[src/rtl/dm_cache_ctrl.sv]
// Read-only direct-mapped cache with hit/miss lookup and burst line refill.
// Optional hit/miss statistics counters are enabled by defining DM_CACHE_STATS_EN.
module dm_cache_ctrl #(
    parameter int unsigned LINES = 16,
    parameter int unsigned WORDS = 4
) (
    input  logic        clk,
    input  logic        rst_n,
    input  logic        cpu_req,
    input  logic [31:0] cpu_addr,
    output logic        cpu_ready,
    output logic        cpu_rvalid,
    output logic [31:0] cpu_rdata,
    output logic        cpu_hit,
    input  logic        flush,
    output logic        mem_req,
    output logic [31:0] mem_addr,
    input  logic        mem_rvalid,
    input  logic [31:0] mem_rdata
`ifdef DM_CACHE_STATS_EN
    ,
    output logic [31:0] hit_count,
    output logic [31:0] miss_count
`endif
);

    localparam int unsigned WB    = $clog2(WORDS);
    localparam int unsigned IB    = $clog2(LINES);
    localparam int unsigned TAG_W = 32 - 2 - WB - IB;

    typedef enum logic [1:0] {IDLE, MISS_REQ, REFILL, RESP} state_t;

    state_t state, state_n;

    logic [TAG_W-1:0] tag_mem  [LINES];
    logic [31:0]      data_mem [LINES][WORDS];
    logic [LINES-1:0] valid;

    logic [WB-1:0]    req_word;
    logic [IB-1:0]    req_idx;
    logic [TAG_W-1:0] req_tag;
    logic             lookup_hit;

    logic [TAG_W-1:0] lat_tag;
    logic [IB-1:0]    lat_idx;
    logic [WB-1:0]    lat_word;
    logic [WB-1:0]    beat;
    logic [31:0]      capt;
    logic             flush_pend;

    logic accept, do_flush, beat_we, last_beat;
    logic addr_unused;

    assign req_word    = cpu_addr[2 +: WB];
    assign req_idx     = cpu_addr[2 + WB +: IB];
    assign req_tag     = cpu_addr[31 -: TAG_W];
    assign lookup_hit  = valid[req_idx] && (tag_mem[req_idx] == req_tag);
    assign addr_unused = ^cpu_addr[1:0];

    always_ff @(posedge clk or negedge rst_n) begin
        if (!rst_n) state <= IDLE;
        else        state <= state_n;
    end

    always_comb begin
        state_n   = state;
        cpu_ready = 1'b0;
        mem_req   = 1'b0;
        accept    = 1'b0;
        do_flush  = 1'b0;
        beat_we   = 1'b0;
        last_beat = 1'b0;
        case (state)
            IDLE: begin
                // A pending or live flush takes the IDLE cycle and blocks acceptance.
                if (flush || flush_pend) begin
                    do_flush = 1'b1;
                end else begin
                    cpu_ready = 1'b1;
                    if (cpu_req) begin
                        accept = 1'b1;
                        if (!lookup_hit) state_n = MISS_REQ;
                    end
                end
            end
            MISS_REQ: begin
                mem_req = 1'b1;
                state_n = REFILL;
            end
            REFILL: begin
                if (mem_rvalid) begin
                    beat_we = 1'b1;
                    if (beat == WB'(WORDS - 1)) begin
                        last_beat = 1'b1;
                        state_n   = RESP;
                    end
                end
            end
            RESP:    state_n = IDLE;
            default: state_n = IDLE;
        endcase
    end

    always_ff @(posedge clk or negedge rst_n) begin
        if (!rst_n) begin
            valid      <= '0;
            flush_pend <= 1'b0;
            beat       <= '0;
            capt       <= '0;
            lat_tag    <= '0;
            lat_idx    <= '0;
            lat_word   <= '0;
            cpu_rvalid <= 1'b0;
            cpu_hit    <= 1'b0;
            cpu_rdata  <= '0;
            mem_addr   <= '0;
        end else begin
            cpu_rvalid <= 1'b0;
            cpu_hit    <= 1'b0;

            if (do_flush)   flush_pend <= 1'b0;
            else if (flush) flush_pend <= 1'b1;

            if (do_flush)       valid          <= '0;
            else if (last_beat) valid[lat_idx] <= 1'b1;

            if (accept && lookup_hit) begin
                cpu_rvalid <= 1'b1;
                cpu_hit    <= 1'b1;
                cpu_rdata  <= data_mem[req_idx][req_word];
            end
            if (accept && !lookup_hit) begin
                lat_tag  <= req_tag;
                lat_idx  <= req_idx;
                lat_word <= req_word;
                beat     <= '0;
                mem_addr <= {req_tag, req_idx, {(WB + 2){1'b0}}};
            end

            if (beat_we) begin
                beat <= beat + 1'b1;
                if (beat == lat_word) capt <= mem_rdata;
            end
            // The requested word may be the final beat itself, so bypass capt then.
            if (last_beat) begin
                cpu_rvalid <= 1'b1;
                cpu_rdata  <= (beat == lat_word) ? mem_rdata : capt;
            end
        end
    end

    always_ff @(posedge clk) begin
        if (beat_we)   data_mem[lat_idx][beat] <= mem_rdata;
        if (last_beat) tag_mem[lat_idx]        <= lat_tag;
    end

`ifdef DM_CACHE_STATS_EN
    always_ff @(posedge clk or negedge rst_n) begin
        if (!rst_n) begin
            hit_count  <= '0;
            miss_count <= '0;
        end else if (cpu_rvalid) begin
            if (cpu_hit && hit_count != '1)    hit_count  <= hit_count + 1'b1;
            if (!cpu_hit && miss_count != '1)  miss_count <= miss_count + 1'b1;
        end
    end
`endif

endmodule

[config.mk]
export PLATFORM = sky130hd
export DESIGN_NAME = dm_cache_ctrl
export DESIGN_NICKNAME = d
export VERILOG_FILES = /design/src/rtl/dm_cache_ctrl.sv
export SDC_FILE = /design/constraint.sdc
export NUM_CORES = 2
export LEC_CHECK = 0
export ABC_AREA = 1
export BUFFER_PORTS_ARGS = -buffer_cell sky130_fd_sc_hd__buf_2
export CAP_MARGIN = 20
export CORE_MARGIN = 2
export CORE_UTILIZATION = 35
export DETAILED_ROUTE_END_ITERATION = 12
export PLACE_DENSITY_LB_ADDON = 0.12
export SLEW_MARGIN = 20
export SYNTH_ARGS = -nofsm -noshare
export SYNTH_HDL_FRONTEND = slang
export SYNTH_SLANG_ARGS = --single-unit
[constraint.sdc]
create_clock -name clk -period 3.6 [get_ports clk]
set_clock_uncertainty 0.1 [all_clocks]
set_input_delay 0.72 -clock clk [delete_from_list [all_inputs] [get_ports clk]]
set_output_delay 0.72 -clock clk [all_outputs]
set_load 0.02 [all_outputs]
==> flow_summary.yaml <==
global_routing:
  grt_pass1_wl_mm: 501
  grtUsageTotal_pct: 23.6
  first_global_vias: 65600
  antenna_found_initial: 25
  overflow: 0
  grt_max_degree: 77
drt:
  wl_per_cell_um: 27.8
  drt-initial-drc-count: 7438
  drcViolationCount: 0
  via_per_inst: 5.39
  dr.pass1.iters: 5
  num_vias: 69000
  ant_nets: 0
  routed_wl_mm: 356
finish:
  nFillCells: 27100
  nNetsFinal: 8737
  final_common_cell: "edfxtp_1"
  layout-drive-gt1-share_pct: 12.5
  syn_to_final_growth_pct: 19.1
  fin_util_pct: 41.8
  layout_common_cells: "edfxtp_1, o21ai_0, nor2_1, nand2_1, nand3_1"
timing:
  tns_ns: 0
  layout_worst_path_cycle_share_pct: 84.8
  worst_slew_pin_slew_ns: 0.972
  maxSlewHeadroom_pct: 35.2
  hold_viol: 0
  period_needed_ns: 3.05
  setup_violations: 0
  rsz0062_at_grt: "false"
  fmaxAchievable_ghz: 0.328
  slew_viol_final: 0
synthesis:
  async_flop_share_pct: 4.59
  postSynthAreaPerCell_um2: 12.3
  synth_compound_area_share_pct: 9.95
  syn_area_um2: 102000
  ys_ff_latch: 2549
  yosys_warnings: 0
  synthSimpleGateAreaFrac_pct: 12.2
  synthCells: 8301
  synthXorXnorAreaFrac_pct: 0.0172
  synth_mux_area_share_pct: 0.00982
  seq_area_frac_synth_pct: 74.5
  synthFlopType: "edfxtp_1"
  synth_cell_types: 32
  synth_top_family_by_area: "simple AND/OR/NAND/NOR gates"
  synth_fa_ha_area_share_pct: 0.0859
  synth_edf_count: 2432
run_status:
  outcome: "complete, no violations"
power:
  leakagePower_uw: 0.0417
  powerDensity_nw_per_um2: 581
  irDropWorstVdd_v: 0.000318
  power_uw: 70500
die:
  start_util_pct: 35.1
  io_pins: 137
  core_area_um2: 290000
  dieHeight_um: 544
  die_area_um2: 295000
  die_w_um: 544
  row_count: 198
critical_path:
  crit_chain: "inv_1 > ha_1 > nand2_1 > clkinv_1 > nand2_1 > buf_4 > nor2_4 > buf_12 > buf_12"
  path_max_fanout: 18
  startpoint_type: "flop"
  slowest_stage: "nand2_1"
  crit_type: "flop to flop"
  slowest_delay_ns: 0.44
  path_delay_family: "buffers and inverters"
  crit_path_start: "state[0]"
  endpoint_kind: "flop"
  worstPathRequired_ns: 4.10
  crit_buf_inv: 5
  r2r-start: "state[0]"
  arrival_ns: 3.55
clock_network:
  clock_sinks: 2549
  cts_resized: 0
  cts-root-buf: "clkbuf_16"
  clkTransAtPathRegs_ns: 0.06
  cts_buffer_depth: 4
  postCtsSetupBuffers: 0
  cts_tree: "built"
  postCtsHoldBufs: 15
  htree_num_levels: 5
  cts-buffers-inserted: 287
  clk_latency_ns: 0.90
worst_hold_path:
  hp-class: "input pin to flop"
  min_from: "cpu_addr[14]"
place:
  gp_congestion: 0.841
  placement.io_buffers: 130
  hpwl_mm: 209
job:
  maxCapViolations: 0
-- through the flow --
step	area (um2)	setup WS, ns	instances	hold slack [ns]
floorplan	102000	0.173	8304	0.324
global placement	112000	-0.0597	12300	0.369
detailed placement	112000	-0.0417	12300	0.384
CTS	121000	0.554	12800	0.000911
global route	121000	0.442	12800	0.0708
finish	121000	0.547	12800	0.0849
-- synth_stat cells (32+ instances only) --
cell      count  area share [%]
a21oi_1      35            0.17
buf_1        56            0.21
buf_2       108            0.53
clkbuf_1    392             1.4
dfrtp_1     117             2.9
edfxtp_1   2432              72
inv_1       240            0.88
nand2_1    1119             4.1
nand3_1     666             3.3
nor2_1     1287             4.7
o21ai_0    1214             6.0
o21ai_1      32            0.16
o221ai_1     74            0.64
o22ai_1     463             2.8
-- registers in the layout, indices dropped and copies added, names as in the netlist, 2 cells and up --
name and cells:
capt 32, beat 2, lat_tag 24, tag_mem 384, data_mem 2048, lat_idx 3, state 2, cpu_rdata 32
valid 16, lat_word 2
-- area by class of cell --
class	count	area, um2	share of cell area [%]
Timing Repair Buffer	640	7020	5.78
Tap cell	3900	4880	4.02
Multi-Input combinational cell	4937	23300	19.2
Antenna cell	7	17.5	0.0144
Inverter	246	960	0.791
Sequential cell	2549	76000	62.6
Clock inverter	151	1540	1.26
Clock buffer	371	7700	6.35
-- kinds of logic (layout without fill, tap and decap cells) --
| kind of cell | Yosys count | after routing |
|---|---|---|
| mux | 1 | 1 |
| xor+xnor | 2 | 2 |
| flops | 2549 | 2549 |
| fa+ha+maj | 7 | 7 |
| other cells | 1 | 11 |
| simple gates | 3083 | 3083 |
| buf+inv | 818 | 1408 |
| compound gates | 1840 | 1840 |
-- report_power, final --
| part | total [uW] | switching (uW) | internal (uW) | leakage (uW) |
|---|---|---|---|---|
| logic | 6700 | 4850 | 1850 | 0.0138 |
| clock network | 29200 | 12200 | 17000 | 0.00451 |
| registers | 34600 | 951 | 33700 | 0.0234 |
| total | 70500 | 18000 | 52500 | 0.0417 |
-- path summary, 6_finish.rpt --
kind	slack (ns)	cells past startpoint	end
setup / recovery	0.55	9	data_mem[12][92]
hold / removal	0.08	3	lat_tag[6]
setup reg to reg	0.55	9	data_mem[12][92]
hold reg to reg	0.40	2	valid[4]
max in group asynchronous	2.06	3	capt[23]
min in group asynchronous	0.38	2	lat_tag[18]
-- layer usage --
metal  GRT usage, %  vias to the layer above  routed length [um]  share of wire [%]
li1               -                    30800                   -                  -
met1           33.7                    35400              159000                 45
met2           37.6                     2351              164000                 46
met3           3.43                      448               23800                6.7
met4           6.35                        2                9120                2.6
met5              0                        -                   9             0.0025
-- worst reg2reg max path, cell delays in order, from the launching register on --
cell and delay, ns:
dfrtp_1 0.37, inv_1 0.08, ha_1 0.22, nand2_1 0.27, clkinv_1 0.30, nand2_1 0.44, buf_4 0.43, nor2_4 0.09
buf_12 0.20, buf_12 0.22
Note: power is estimated with default switching activity, not from simulation.
